[config.mk]
export PLATFORM = sky130hd
export DESIGN_NAME = mod_sweep_ctrl
export DESIGN_NICKNAME = d
export VERILOG_FILES = /design/src/rtl/eff_pkg.sv /design/src/rtl/tri_lfo.sv /design/src/rtl/mod_sweep_ctrl.sv
export SDC_FILE = /design/constraint.sdc
export NUM_CORES = 1
export LEC_CHECK = 0
export ABC_AREA = 0
export CAP_MARGIN = 30
export CORE_UTILIZATION = 35
export CTS_CLUSTER_DIAMETER = 200
export CTS_CLUSTER_SIZE = 14
export DETAILED_ROUTE_END_ITERATION = 10
export HOLD_SLACK_MARGIN = 0.15
export SLEW_MARGIN = 20
export SYNTH_ARGS = -nofsm -noshare
export SYNTH_HDL_FRONTEND = slang
export SYNTH_SLANG_ARGS = --single-unit
[constraint.sdc]
create_clock -name clk -period 8.35 [get_ports clk]
set_clock_uncertainty 0.15 [all_clocks]
set_input_delay 1.67 -clock clk [delete_from_list [all_inputs] [get_ports clk]]
set_output_delay 1.67 -clock clk [all_outputs]
set_load 0.05 [all_outputs]
[src/rtl/eff_pkg.sv]
// Shared types and helpers for the modulated-delay effect controllers.
//   sweep_state_t : engage/bypass sequencing states
//   mix_max()     : full-scale value of an unsigned coefficient of width w
//   sat_add()     : unsigned add clamped to a ceiling
package eff_pkg;

  typedef enum logic [1:0] {
    OFF      = 2'd0,
    FADE_IN  = 2'd1,
    RUN      = 2'd2,
    FADE_OUT = 2'd3
  } sweep_state_t;

  function automatic int unsigned mix_max(input int unsigned w);
    return (32'd1 << w) - 32'd1;
  endfunction

  // The sum is formed one bit wider so the clamp never sees a wrapped value.
  function automatic logic [31:0] sat_add(input logic [31:0] a,
                                          input logic [31:0] b,
                                          input logic [31:0] lim);
    logic [32:0] s;
    s = {1'b0, a} + {1'b0, b};
    return (s > {1'b0, lim}) ? lim : s[31:0];
  endfunction

endpackage

[src/rtl/tri_lfo.sv]
// Triangle LFO: phase accumulator with modulo wrap, synchronous clear and
// triangle fold of the top phase bits.
//   clk, rst : system clock, synchronous active-high reset
//   step     : advance phase by rate this cycle
//   clear    : force phase to 0 (wins over step)
//   rate     : unsigned phase increment
//   tri_o    : folded triangle, 0..2**DEL_WIDTH-1, from the current phase
// The output is named tri_o because tri is a reserved net type keyword.
module tri_lfo
  import eff_pkg::*;
#(
  parameter int unsigned DEL_WIDTH   = 9,
  parameter int unsigned PHASE_WIDTH = 24,
  parameter int unsigned RATE_WIDTH  = 16
) (
  input  logic                  clk,
  input  logic                  rst,
  input  logic                  step,
  input  logic                  clear,
  input  logic [RATE_WIDTH-1:0] rate,
  output logic [DEL_WIDTH-1:0]  tri_o
);

  logic [PHASE_WIDTH-1:0] r_phase;
  logic [DEL_WIDTH-1:0]   w_t;

  // Accumulator wraps naturally at 2**PHASE_WIDTH.
  always_ff @(posedge clk) begin
    if (rst || clear)
      r_phase <= '0;
    else if (step)
      r_phase <= r_phase + {{(PHASE_WIDTH-RATE_WIDTH){1'b0}}, rate};
  end

  // Bits below the MSB form the ramp; the MSB selects rising/falling half.
  assign w_t   = r_phase[PHASE_WIDTH-2 -: DEL_WIDTH];
  assign tri_o = r_phase[PHASE_WIDTH-1] ? ~w_t : w_t;

endmodule

[src/rtl/mod_sweep_ctrl.sv]
// Sweep/engage controller for flanger and chorus.
// Produces a per-sample delay tap from a triangle LFO scaled by depth around
// a centre, and a wet-mix coefficient that ramps on engage/bypass.
//   clk, rst : system clock, synchronous active-high reset
//   en       : engage request (level)
//   vld_i    : one-cycle strobe per audio sample
//   rate     : LFO phase increment per sample
//   depth    : sweep depth, 2**DEL_WIDTH = unity
//   center   : base delay
//   del_o    : registered delay tap (holds while OFF)
//   mix_o    : registered wet gain, 0..MIX_MAX
//   vld_o    : vld_i delayed one cycle
//   busy_o   : fading in or out
module mod_sweep_ctrl
  import eff_pkg::*;
#(
  parameter int unsigned DEL_WIDTH   = 9,
  parameter int unsigned PHASE_WIDTH = 24,
  parameter int unsigned RATE_WIDTH  = 16,
  parameter int unsigned MIX_WIDTH   = 8
) (
  input  logic                 clk,
  input  logic                 rst,
  input  logic                 en,
  input  logic                 vld_i,
  input  logic [RATE_WIDTH-1:0] rate,
  input  logic [DEL_WIDTH:0]   depth,
  input  logic [DEL_WIDTH-1:0] center,
  output logic [DEL_WIDTH-1:0] del_o,
  output logic [MIX_WIDTH-1:0] mix_o,
  output logic                 vld_o,
  output logic                 busy_o
);

  localparam logic [MIX_WIDTH-1:0] MIX_MAX = MIX_WIDTH'(mix_max(MIX_WIDTH));
  localparam logic [DEL_WIDTH-1:0] DEL_MAX = {DEL_WIDTH{1'b1}};
  localparam int unsigned          PROD_W  = 2*DEL_WIDTH + 1;

  sweep_state_t         r_state, w_dir, w_state_nxt;
  logic [MIX_WIDTH-1:0] r_mix, w_mix_nxt;
  logic [DEL_WIDTH-1:0] r_del, w_del, w_tri;
  logic [DEL_WIDTH:0]   w_off;
  logic                 r_vld, w_step, w_clear;

  // ---------------- FSM: state register ----------------
  always_ff @(posedge clk) begin
    if (rst) r_state <= OFF;
    else     r_state <= w_state_nxt;
  end

  // ---------------- FSM: next state ----------------
  // w_dir applies the en-driven transitions first; a sample strobe arriving
  // in the same cycle steps the mix in this new direction.
  always_comb begin
    w_dir = r_state;
    case (r_state)
      OFF:          if (en)  w_dir = FADE_IN;
      FADE_IN, RUN: if (!en) w_dir = FADE_OUT;
      FADE_OUT:     if (en)  w_dir = FADE_IN;
      default:      w_dir = OFF;
    endcase
  end

  always_comb begin
    w_mix_nxt = r_mix;
    if (vld_i) begin
      case (w_dir)
        FADE_IN:  if (r_mix != MIX_MAX) w_mix_nxt = r_mix + MIX_WIDTH'(1);
        FADE_OUT: if (r_mix != '0)      w_mix_nxt = r_mix - MIX_WIDTH'(1);
        RUN:      w_mix_nxt = MIX_MAX;
        default:  w_mix_nxt = '0;
      endcase
    end
  end

  // Completion is judged on the post-step mix so state and mix_o settle
  // together (mix_o=MIX_MAX appears with RUN, mix_o=0 with OFF).
  always_comb begin
    w_state_nxt = w_dir;
    case (w_dir)
      FADE_IN:  if (w_mix_nxt == MIX_MAX) w_state_nxt = RUN;
      FADE_OUT: if (w_mix_nxt == '0)      w_state_nxt = OFF;
      default:  ;
    endcase
  end

  // ---------------- FSM: outputs ----------------
  always_comb begin
    busy_o = (r_state == FADE_IN) || (r_state == FADE_OUT);
  end

  // ---------------- LFO ----------------
  assign w_step  = vld_i && (w_dir != OFF);
  assign w_clear = (w_state_nxt == OFF);

  tri_lfo #(
    .DEL_WIDTH   (DEL_WIDTH),
    .PHASE_WIDTH (PHASE_WIDTH),
    .RATE_WIDTH  (RATE_WIDTH)
  ) u_lfo (
    .clk   (clk),
    .rst   (rst),
    .step  (w_step),
    .clear (w_clear),
    .rate  (rate),
    .tri_o (w_tri)
  );

  // ---------------- tap scaling ----------------
  // tri (DEL_WIDTH) * depth (DEL_WIDTH+1) fits PROD_W; >> DEL_WIDTH leaves
  // an offset that can exceed the buffer, hence the clamped add.
  assign w_off = (DEL_WIDTH+1)'((PROD_W'(w_tri) * PROD_W'(depth)) >> DEL_WIDTH);
  assign w_del = DEL_WIDTH'(sat_add(32'(center), 32'(w_off), 32'(DEL_MAX)));

  // ---------------- output registers ----------------
  // Tap uses the pre-increment phase; depth/center only matter on strobes.
  always_ff @(posedge clk) begin
    if (rst) begin
      r_mix <= '0;
      r_del <= '0;
      r_vld <= 1'b0;
    end else begin
      r_vld <= vld_i;
      r_mix <= w_mix_nxt;
      if (w_step) r_del <= w_del;
    end
  end

  assign del_o = r_del;
  assign mix_o = r_mix;
  assign vld_o = r_vld;

endmodule

==> results.sh, run 1 <==
export IMPL_status="finished, final reports clean"
export IMPL_slew_violations=0
export IMPL_synth_cell_types=70
export IMPL_root_buffer="clkbuf_16"
export IMPL_setup_violations=0
export IMPL_wirelength_um=14980
export IMPL_postRouteAntennaNets=0
export IMPL_cts_path_max_buffers=2
export IMPL_fin_crit_sh_pct=94.61
export IMPL_synth_ff_type="dfxtp_1"
export IMPL_start_util_pct=35.84
export IMPL_postCtsHoldBufs=0
export IMPL_place_gp_congestion=0.9013
export IMPL_seqPwrFrac_pct=22.7
export IMPL_p_int_uw=729.2
export IMPL_diodes=0
export IMPL_layout_drive_gt1_share_pct=7.028
export IMPL_final_fill_count=1753
export IMPL_hold_viol_final=0
export IMPL_grt_start_max_net_pins=25
export IMPL_pwr_share_clk_pct=16.6
export IMPL_vdd_drop_max_mv=0.1014
export IMPL_endpoint_kind="flop"
export IMPL_p_sw_uw=666.3
export IMPL_grt_overflow=0
export IMPL_setup_tns_ps=0
export IMPL_grt_util_all_layers_pct=17.29
export IMPL_synth_area_leaders="fa_1 19%, dfxtp_1 14%, ha_1 13%, nand2_1 5.1%, and2_1 4.9%"
export IMPL_synth_largest_area_cell="fa_1"
export IMPL_leakagePower_nw=3.329
export IMPL_grt_pass1_vias=5168
export IMPL_netlist_area_um2=6177
export IMPL_yosys_warnings=0
export IMPL_dieArea_um2=18180
export IMPL_insertion_delay_ps=290
export IMPL_cp_required_ps=8380
export IMPL_ys_async_sr_fraction_pct=0
export IMPL_combinationalPowerShare_pct=60.7
export IMPL_clock_sinks=44
export IMPL_worstPathArrival_ps=7930
export IMPL_powerDensity_nw_per_um2=192.8
export IMPL_stdcell_count=1036
export IMPL_first_pass_iters=5
export IMPL_ys_seq_area_share_pct=14.26
export IMPL_syn_nets=912
export IMPL_globalRoute_busiestLayer="met2"
export IMPL_path_clk_slew_ps=70
export IMPL_cts_buffers=5
export IMPL_power_mw=1.395
export IMPL_syn_inst=749
export IMPL_place_inst=1028
export IMPL_area_delta_synth_final_pct=17.18
export IMPL_layout_common_cells="84 x nand2_1, 78 x inv_1, 66 x ha_1"
export IMPL_worst_pin_slew_ps=924.1
export IMPL_path_max_fanout=6
export IMPL_hpwl_um=11890
export IMPL_crit_type="in2reg"
export IMPL_io_pins=58
export IMPL_use_met1_pct=23.23
export IMPL_cts_tree="done"
export IMPL_port_buffers=57
export IMPL_die_y_um=134.9
export IMPL_drt_first_iter_violations=310
export IMPL_drc=0
export IMPL_clock_fmax_mhz=126.6
export IMPL_hp_class="reg2reg"
export IMPL_p_sw_share_pct=47.75
export IMPL_syn_mean_instance_area_um2=8.247
export IMPL_grt_use_met2_pct=28.89
export IMPL_cts_max_level=2
export IMPL_period_needed_ps=7900
export IMPL_worstSetupStartpointType="input pin"
export IMPL_gr_usage_met3_pct=3.453
export IMPL_yosys_register_bits=44
export IMPL_fin_nets=973
export IMPL_relSlewSlack_pct=38.18
export IMPL_vias=5272
export IMPL_routed_via_density=5.089
export IMPL_wl_per_cell_um=14.46
export IMPL_synth_edf_count=0
export IMPL_max_cap_viol_count=0
export IMPL_synth_top_area_share_pct=18.80
export IMPL_grt_pass1_wl_um=25140
export IMPL_rsz0062_at_grt="false"
export IMPL_fp_dieW_um=134.9
export IMPL_core_area_um2=17240
export IMPL_row_count=48
export IMPL_antenna_found_initial=1
export IMPL_layout_commonest_cell="nand2_1"
-- cell usage after synthesis, types with 3 or more instances --
master     count
o21a_1         4
nand2b_1       7
a21oi_1       42
dfxtp_1       44
nand3_1       11
xor2_1        13
a211oi_1      15
o21bai_1       5
nor2b_1       13
xnor2_1       24
buf_1          4
or2_2          6
inv_1         78
nor4_1         5
fa_1          58
buf_6          3
and3_1         3
clkbuf_1      12
o211ai_1       3
a31oi_1        4
nor2_1        63
nor4b_1        3
nand2_1       84
a221oi_1       3
and2_1        48
or3_1          8
nand4_1        9
nor3_1        13
o21ai_0       26
ha_1          66
a2111oi_0      4
a21oi_2       10
and4_1         3
a21o_1         8
o311a_1        3
-- per-layer routing --
metal  part of all wire (%)  vias up
li1                       -     2668
met4                   0.83        2
met5                  0.073        -
met2                     46      111
met1                     48     2477
met3                    4.6       14
-- worst max-delay path, cell delays in order --
cell and delay (ps):
clkdlybuf4s50_1 510, and2_1 210, fa_1 530, inv_1 60
fa_1 530, inv_1 50, fa_1 540, inv_1 60
fa_1 530, inv_1 40, ha_1 320, and2_1 160
a311o_1 340, a21o_1 200, and2_1 190, o21a_1 180
nor2_1 110, xnor2_1 80, ha_1 300, nand2_1 50
a31o_2 220, a21boi_0 130, o21ai_0 110, buf_4 170
or2_2 320, o311a_1 330
-- power groups by stage --
stage,registers [mW],clock network [mW],logic [mW]
final,0.316,0.232,0.847
after detailed placement,0.319,0,0.845
after CTS,0.315,0.242,0.851
after global placement,0.320,0,0.836
after floorplan,0.369,0,0.580
after global routing,0.323,0.252,0.942
-- path summary, 6_finish.rpt --
check | from | end | slack, ps | cells after the start
worst max register to register | u_lfo.r_phase[23] | del_o[1] | 960 | 24
worst min-delay path | u_lfo.r_phase[0] | u_lfo.r_phase[0] | 310 | 2
worst max-delay path | depth[4] | del_o[1] | 450 | 26
worst min register to register | u_lfo.r_phase[0] | u_lfo.r_phase[0] | 310 | 2
-- final cells by class --
| cell class | count | area (µm²) | area share [%] |
|---|---|---|---|
| sequential | 44 | 880.8 | 12.17 |
| multi-input combinational | 605 | 4890 | 67.55 |
| clock buffer | 5 | 125.1 | 1.729 |
| inverter | 78 | 292.8 | 4.045 |
| clock inverter | 3 | 47.55 | 0.6569 |
| timing repair buffer | 76 | 720.7 | 9.957 |
| tap | 225 | 281.5 | 3.889 |
-- flip-flops by register name, summed over array words and instances, names as in the netlist --
name,count
del_o,9
mix_o,8
r_state,2
u_lfo.r_phase,24
vld_o,1
-- stage by stage --
stage / area [µm²] / worst slack, ps / hold WS (ps) / util, %
after floorplan: 6177 / 608.7 / 285.6 / -
after global placement: 7049 / 157.3 / 299.5 / 40.90
after detailed placement: 7064 / 116.5 / 305.1 / 40.98
after CTS: 7237 / 401.9 / 313.5 / 41.99
after global routing: 7238 / 73.03 / 341.0 / 41.99
final: 7238 / 450.0 / 310.1 / 41.99
-- kinds of logic (layout without fill, tap and decap cells) --
group / after synthesis / after routing / synth area share, %
adder cells (fa/ha/maj): 124 / 124 / 32.17
buffers and inverters: 100 / 162 / 6.745
multiplexers: 2 / 2 / 0.3443
AO/OA/AOI/OAI: 153 / 153 / 17.10
flip-flops: 44 / 44 / 14.26
XOR/XNOR: 40 / 40 / 6.219
AND/OR/NAND/NOR: 286 / 286 / 23.17
-- repair_timing --
action,in CTS,in global routing
gates resized for setup,0,2
endpoints found under the hold margin,0,0
buffers inserted,0,0
endpoints found under the setup margin,0,8
Power figures use the tool's default switching activity.
==> run 2: changes to the inputs <==
Settings changed: PLACE_DENSITY from default to 0.59, SKIP_CTS_REPAIR_TIMING from default to 1.
==> results.sh, run 2 (synthesis results as in run 1) <==
export IMPL_worst_pin_slew_ps=821.0
export IMPL_antenna_found_initial=0
export IMPL_cp_required_ps=8370
export IMPL_hp_class="reg2reg"
export IMPL_root_buffer="clkbuf_16"
export IMPL_crit_type="in2reg"
export IMPL_rsz0062_at_grt="false"
export IMPL_grt_pass1_wl_um=24740
export IMPL_clock_fmax_mhz=125.3
export IMPL_routed_via_density=5.132
export IMPL_hold_viol_final=0
export IMPL_area_delta_synth_final_pct=16.91
export IMPL_row_count=48
export IMPL_drt_first_iter_violations=283
export IMPL_grt_overflow=0
export IMPL_dieArea_um2=18180
export IMPL_multi_input_area_um2=4888
export IMPL_die_y_um=134.9
export IMPL_wl_per_cell_um=13.87
export IMPL_first_pass_iters=5
export IMPL_powerDensity_nw_per_um2=187.5
export IMPL_cts_max_level=2
export IMPL_period_needed_ps=7980
export IMPL_power_mw=1.354
export IMPL_layout_commonest_cell="nand2_1"
export IMPL_status="finished, final reports clean"
export IMPL_wirelength_um=14400
export IMPL_core_area_um2=17240
export IMPL_place_gp_congestion=0.8885
export IMPL_layout_drive_gt1_share_pct=7.011
export IMPL_largest_reg_flops=24
export IMPL_cts_path_max_buffers=2
export IMPL_leakagePower_nw=3.323
export IMPL_grt_util_all_layers_pct=16.74
export IMPL_io_pins=58
export IMPL_port_buffers=57
export IMPL_path_max_fanout=6
export IMPL_insertion_delay_ps=290
export IMPL_grt_pass1_vias=5144
export IMPL_hpwl_um=11620
export IMPL_cts_buffers=5
export IMPL_slew_violations=0
export IMPL_regMostFlops="u_lfo.r_phase"
export IMPL_grt_start_max_net_pins=25
export IMPL_worstPathArrival_ps=8000
export IMPL_setup_tns_ps=0
export IMPL_relSlewSlack_pct=45.10
export IMPL_max_cap_viol_count=0
export IMPL_path_clk_slew_ps=60
export IMPL_setup_violations=0
export IMPL_cts_tree="done"
export IMPL_seq_area_um2=880.8
export IMPL_vdd_drop_max_mv=0.1434
export IMPL_worstSetupStartpointType="input pin"
export IMPL_start_util_pct=35.84
export IMPL_clock_sinks=44
export IMPL_final_fill_count=1774
export IMPL_vias=5327
export IMPL_fin_nets=975
export IMPL_postRouteAntennaNets=0
export IMPL_drc=0
export IMPL_diodes=0
export IMPL_fin_crit_sh_pct=95.56
export IMPL_endpoint_kind="flop"
export IMPL_fp_dieW_um=134.9
export IMPL_layout_common_cells="84 x nand2_1, 78 x inv_1, 66 x ha_1"
run 2: changes by cell type in the layout (fill, tap and decap cells not counted), sizes merged:
cell and change:
clkinv -2, buf +2, bufinv -1, clkbuf +3
run 2: where the power goes:
group | switching [mW] | internal, mW | total [mW]
sequential | 0.0556 | 0.260 | 0.316
clock | 0.0844 | 0.120 | 0.204
combinational | 0.509 | 0.325 | 0.834
total | 0.649 | 0.705 | 1.35
run 2: metal layers:
layer / up-vias / GRT usage (%) / part of all wire (%)
met5: - / 0 / 0
met2: 83 / 28.78 / 49
li1: 2681 / - / -
met4: 0 / 3.995 / 0.99
met3: 13 / 1.577 / 2.9
met1: 2550 / 22.54 / 47
run 2: worst max-delay path, stage by stage:
cell and delay [ps]:
clkdlybuf4s50_1 620, buf_4 180, nand2_1 70, fa_1 420, inv_1 80, fa_1 400, inv_1 80, fa_1 440
fa_1 550, inv_1 40, ha_1 290, a2111oi_0 520, o31ai_2 180, a31oi_1 250, nor2b_1 90, o21a_1 170
nor2_1 100, xnor2_1 80, ha_1 310, nand4_1 120, a31o_2 260, a21boi_0 140, o21ai_0 140, buf_4 180
or2_2 320, o311a_1 330
run 2: layout make-up:
class,instances,share of cell area [%]
inverters,78,4.054
repair buffers,78,10.14
clock buffers,8,2.027
flip-flops and latches,44,12.20
multi-input cells,605,67.69
well taps,225,3.898
run 2: through the flow:
step                      cells  hold slack [ps]  setup slack [ps]  area, µm²  util, %
final                      1038            317.3             370.5       7222    41.90
after global routing       1038            341.7             16.53       7222    41.90
after CTS                  1038            320.2             369.7       7222    41.90
after detailed placement   1030            310.0             77.12       7076    41.05
after global placement     1029            299.5             164.3       7064    40.98
after floorplan             749            285.6             608.7       6177        -
run 2: path summary, 6_finish.rpt:
kind                     start                to  slack, ps  cells after the start
min           u_lfo.r_phase[0]  u_lfo.r_phase[0]        320                      2
max reg2reg  u_lfo.r_phase[23]          del_o[1]       1020                     24
min reg2reg   u_lfo.r_phase[0]  u_lfo.r_phase[0]        320                      2
max                   depth[4]          del_o[1]        370                     26
==> run 3: changes to the inputs <==
Settings changed: CORE_MARGIN from default to 5, HOLD_SLACK_MARGIN 0.15 to 0.02.
==> results.sh, run 3 (synthesis results as in run 1) <==
export IMPL_insertion_delay_ps=290
export IMPL_critPathLaunch="depth[6]"
export IMPL_dpl_cell_area_um2=7049
export IMPL_seq_area_um2=880.8
export IMPL_wirelength_um=14730
export IMPL_worstHoldStart="u_lfo.r_phase[0]"
export IMPL_slew_violations=0
export IMPL_hpwl_um=11840
export IMPL_stdcell_count=1035
export IMPL_setup_ws_ps=471.6
export IMPL_fin_nets=972
export IMPL_layout_commonest_cell="nand2_1"
export IMPL_vias=5231
export IMPL_diodes=0
export IMPL_cts_buffers=5
export IMPL_worstSetupStartpointType="input pin"
export IMPL_layout_common_cells="84 x nand2_1, 78 x inv_1, 66 x ha_1"
export IMPL_cp_buffers_inverters=5
export IMPL_fin_crit_sh_pct=94.35
export IMPL_critPathMaxStageDelay_ps=550
export IMPL_die_y_um=142.9
export IMPL_row_count=48
export IMPL_hold_viol_final=0
export IMPL_path_clk_slew_ps=70
export IMPL_cp_required_ps=8380
export IMPL_grt_pass1_wl_um=25220
export IMPL_grt_pass1_vias=5176
export IMPL_grt_overflow=0
export IMPL_timing_rr_start="u_lfo.r_phase[23]"
export IMPL_grt_start_max_net_pins=25
export IMPL_crit_type="in2reg"
export IMPL_final_fill_count=1770
export IMPL_stdcell_area_um2=7231
export IMPL_io_pins=58
export IMPL_place_inst=1027
export IMPL_largest_reg_flops=24
export IMPL_leakagePower_nw=3.333
export IMPL_path_max_fanout=5
export IMPL_setup_violations=0
export IMPL_place_gp_congestion=0.8865
export IMPL_status="finished, final reports clean"
export IMPL_routed_via_density=5.054
export IMPL_critPathSlowestCell="fa_1"
export IMPL_powerDensity_nw_per_um2=192.6
export IMPL_cts_tree="done"
export IMPL_root_buffer="clkbuf_16"
export IMPL_hold_end="u_lfo.r_phase[0]"
export IMPL_clock_fmax_mhz=126.9
export IMPL_cts_path_max_buffers=2
export IMPL_antenna_found_initial=0
export IMPL_worstPathArrival_ps=7910
export IMPL_wl_per_cell_um=14.24
export IMPL_worst_path_most_repeated_cell="fa_1"
export IMPL_first_pass_iters=4
export IMPL_r2r_cells=24
export IMPL_grt_util_all_layers_pct=14.95
export IMPL_cts_max_level=2
export IMPL_drt_first_iter_violations=287
export IMPL_reg2reg_to="del_o[1]"
export IMPL_drc=0
export IMPL_fin_util_pct=41.80
export IMPL_worst_pin_slew_ps=877.1
export IMPL_hp_class="reg2reg"
export IMPL_place_ws_ps=99.39
export IMPL_endpoint_kind="flop"
export IMPL_start_util_pct=35.71
export IMPL_vdd_drop_max_mv=0.1259
export IMPL_fp_dieW_um=142.9
export IMPL_period_needed_ps=7878
export IMPL_layout_drive_gt1_share_pct=6.914
export IMPL_multi_input_area_um2=4890
export IMPL_clock_sinks=44
export IMPL_rsz0062_at_grt="false"
export IMPL_regMostFlops="u_lfo.r_phase"
export IMPL_ff2ff_setup_slack_ps=970
export IMPL_port_buffers=57
export IMPL_postRouteAntennaNets=0
export IMPL_min_path_cells=2
export IMPL_core_area_um2=17300
export IMPL_relSlewSlack_pct=41.33
export IMPL_dieArea_um2=20410
export IMPL_area_delta_synth_final_pct=17.05
export IMPL_max_cap_viol_count=0
export IMPL_crit_family="adder cells"
export IMPL_setup_tns_ps=0
-- run 3: changes by cell type in the layout (fill, tap and decap cells not counted) --
cell             delta
buf_4               -2
bufinv_16           +1
a2111oi_1           +1
buf_6               -1
a2111oi_0           -1
clkbuf_1            -2
clkinv_4            +1
clkdlybuf4s50_1     -1
dlymetal6s2s_1      +1
-- run 3: final cells by class --
cell class                      count  share of cell area (%)
Timing Repair Buffer               75                   9.794
Clock inverter                      2                  0.5364
Clock buffer                        6                   1.921
Sequential cell                    44                   12.18
Inverter                           78                   4.049
Tap cell                          225                   3.893
Multi-Input combinational cell    605                   67.62
-- run 3: worst max-delay path by stage --
stage / depth (start not counted) / endpoint / slack (ps)
finish: 25 / del_o[1] / 470
global route: 26 / del_o[0] / 50
CTS: 25 / del_o[1] / 410
detailed placement: 25 / del_o[1] / 100
global placement: 25 / del_o[1] / 130
floorplan: 25 / del_o[3] / 610
-- run 3: through the flow --
stage          hold WS [ps]  total power [mW]
4_1_cts               313.1             1.409
6_report              320.3             1.392
2_1_floorplan         285.6            0.9489
5_1_grt               334.7             1.510
3_3_place_gp          299.1             1.163
3_5_place_dp          303.0             1.163
-- run 3: where the power goes --
group	switching [mW]	internal [mW]	total, mW
Combinational	0.515	0.325	0.840
Sequential	0.0549	0.260	0.315
Clock	0.0869	0.150	0.237
Total	0.657	0.735	1.39
-- run 3: tightest hold or removal path, delay by kind of cell, from the launching register on --
kind,cells,cell delay (ps)
flops,1,320
simple gates,1,50
compound gates,1,50
-- run 3: metal layers --
metal | track usage [%] | wire length (µm)
met5 | 0 | 0
met4 | 3.252 | 160
met3 | 1.541 | 420
met2 | 25.22 | 7050
met1 | 20.77 | 7102
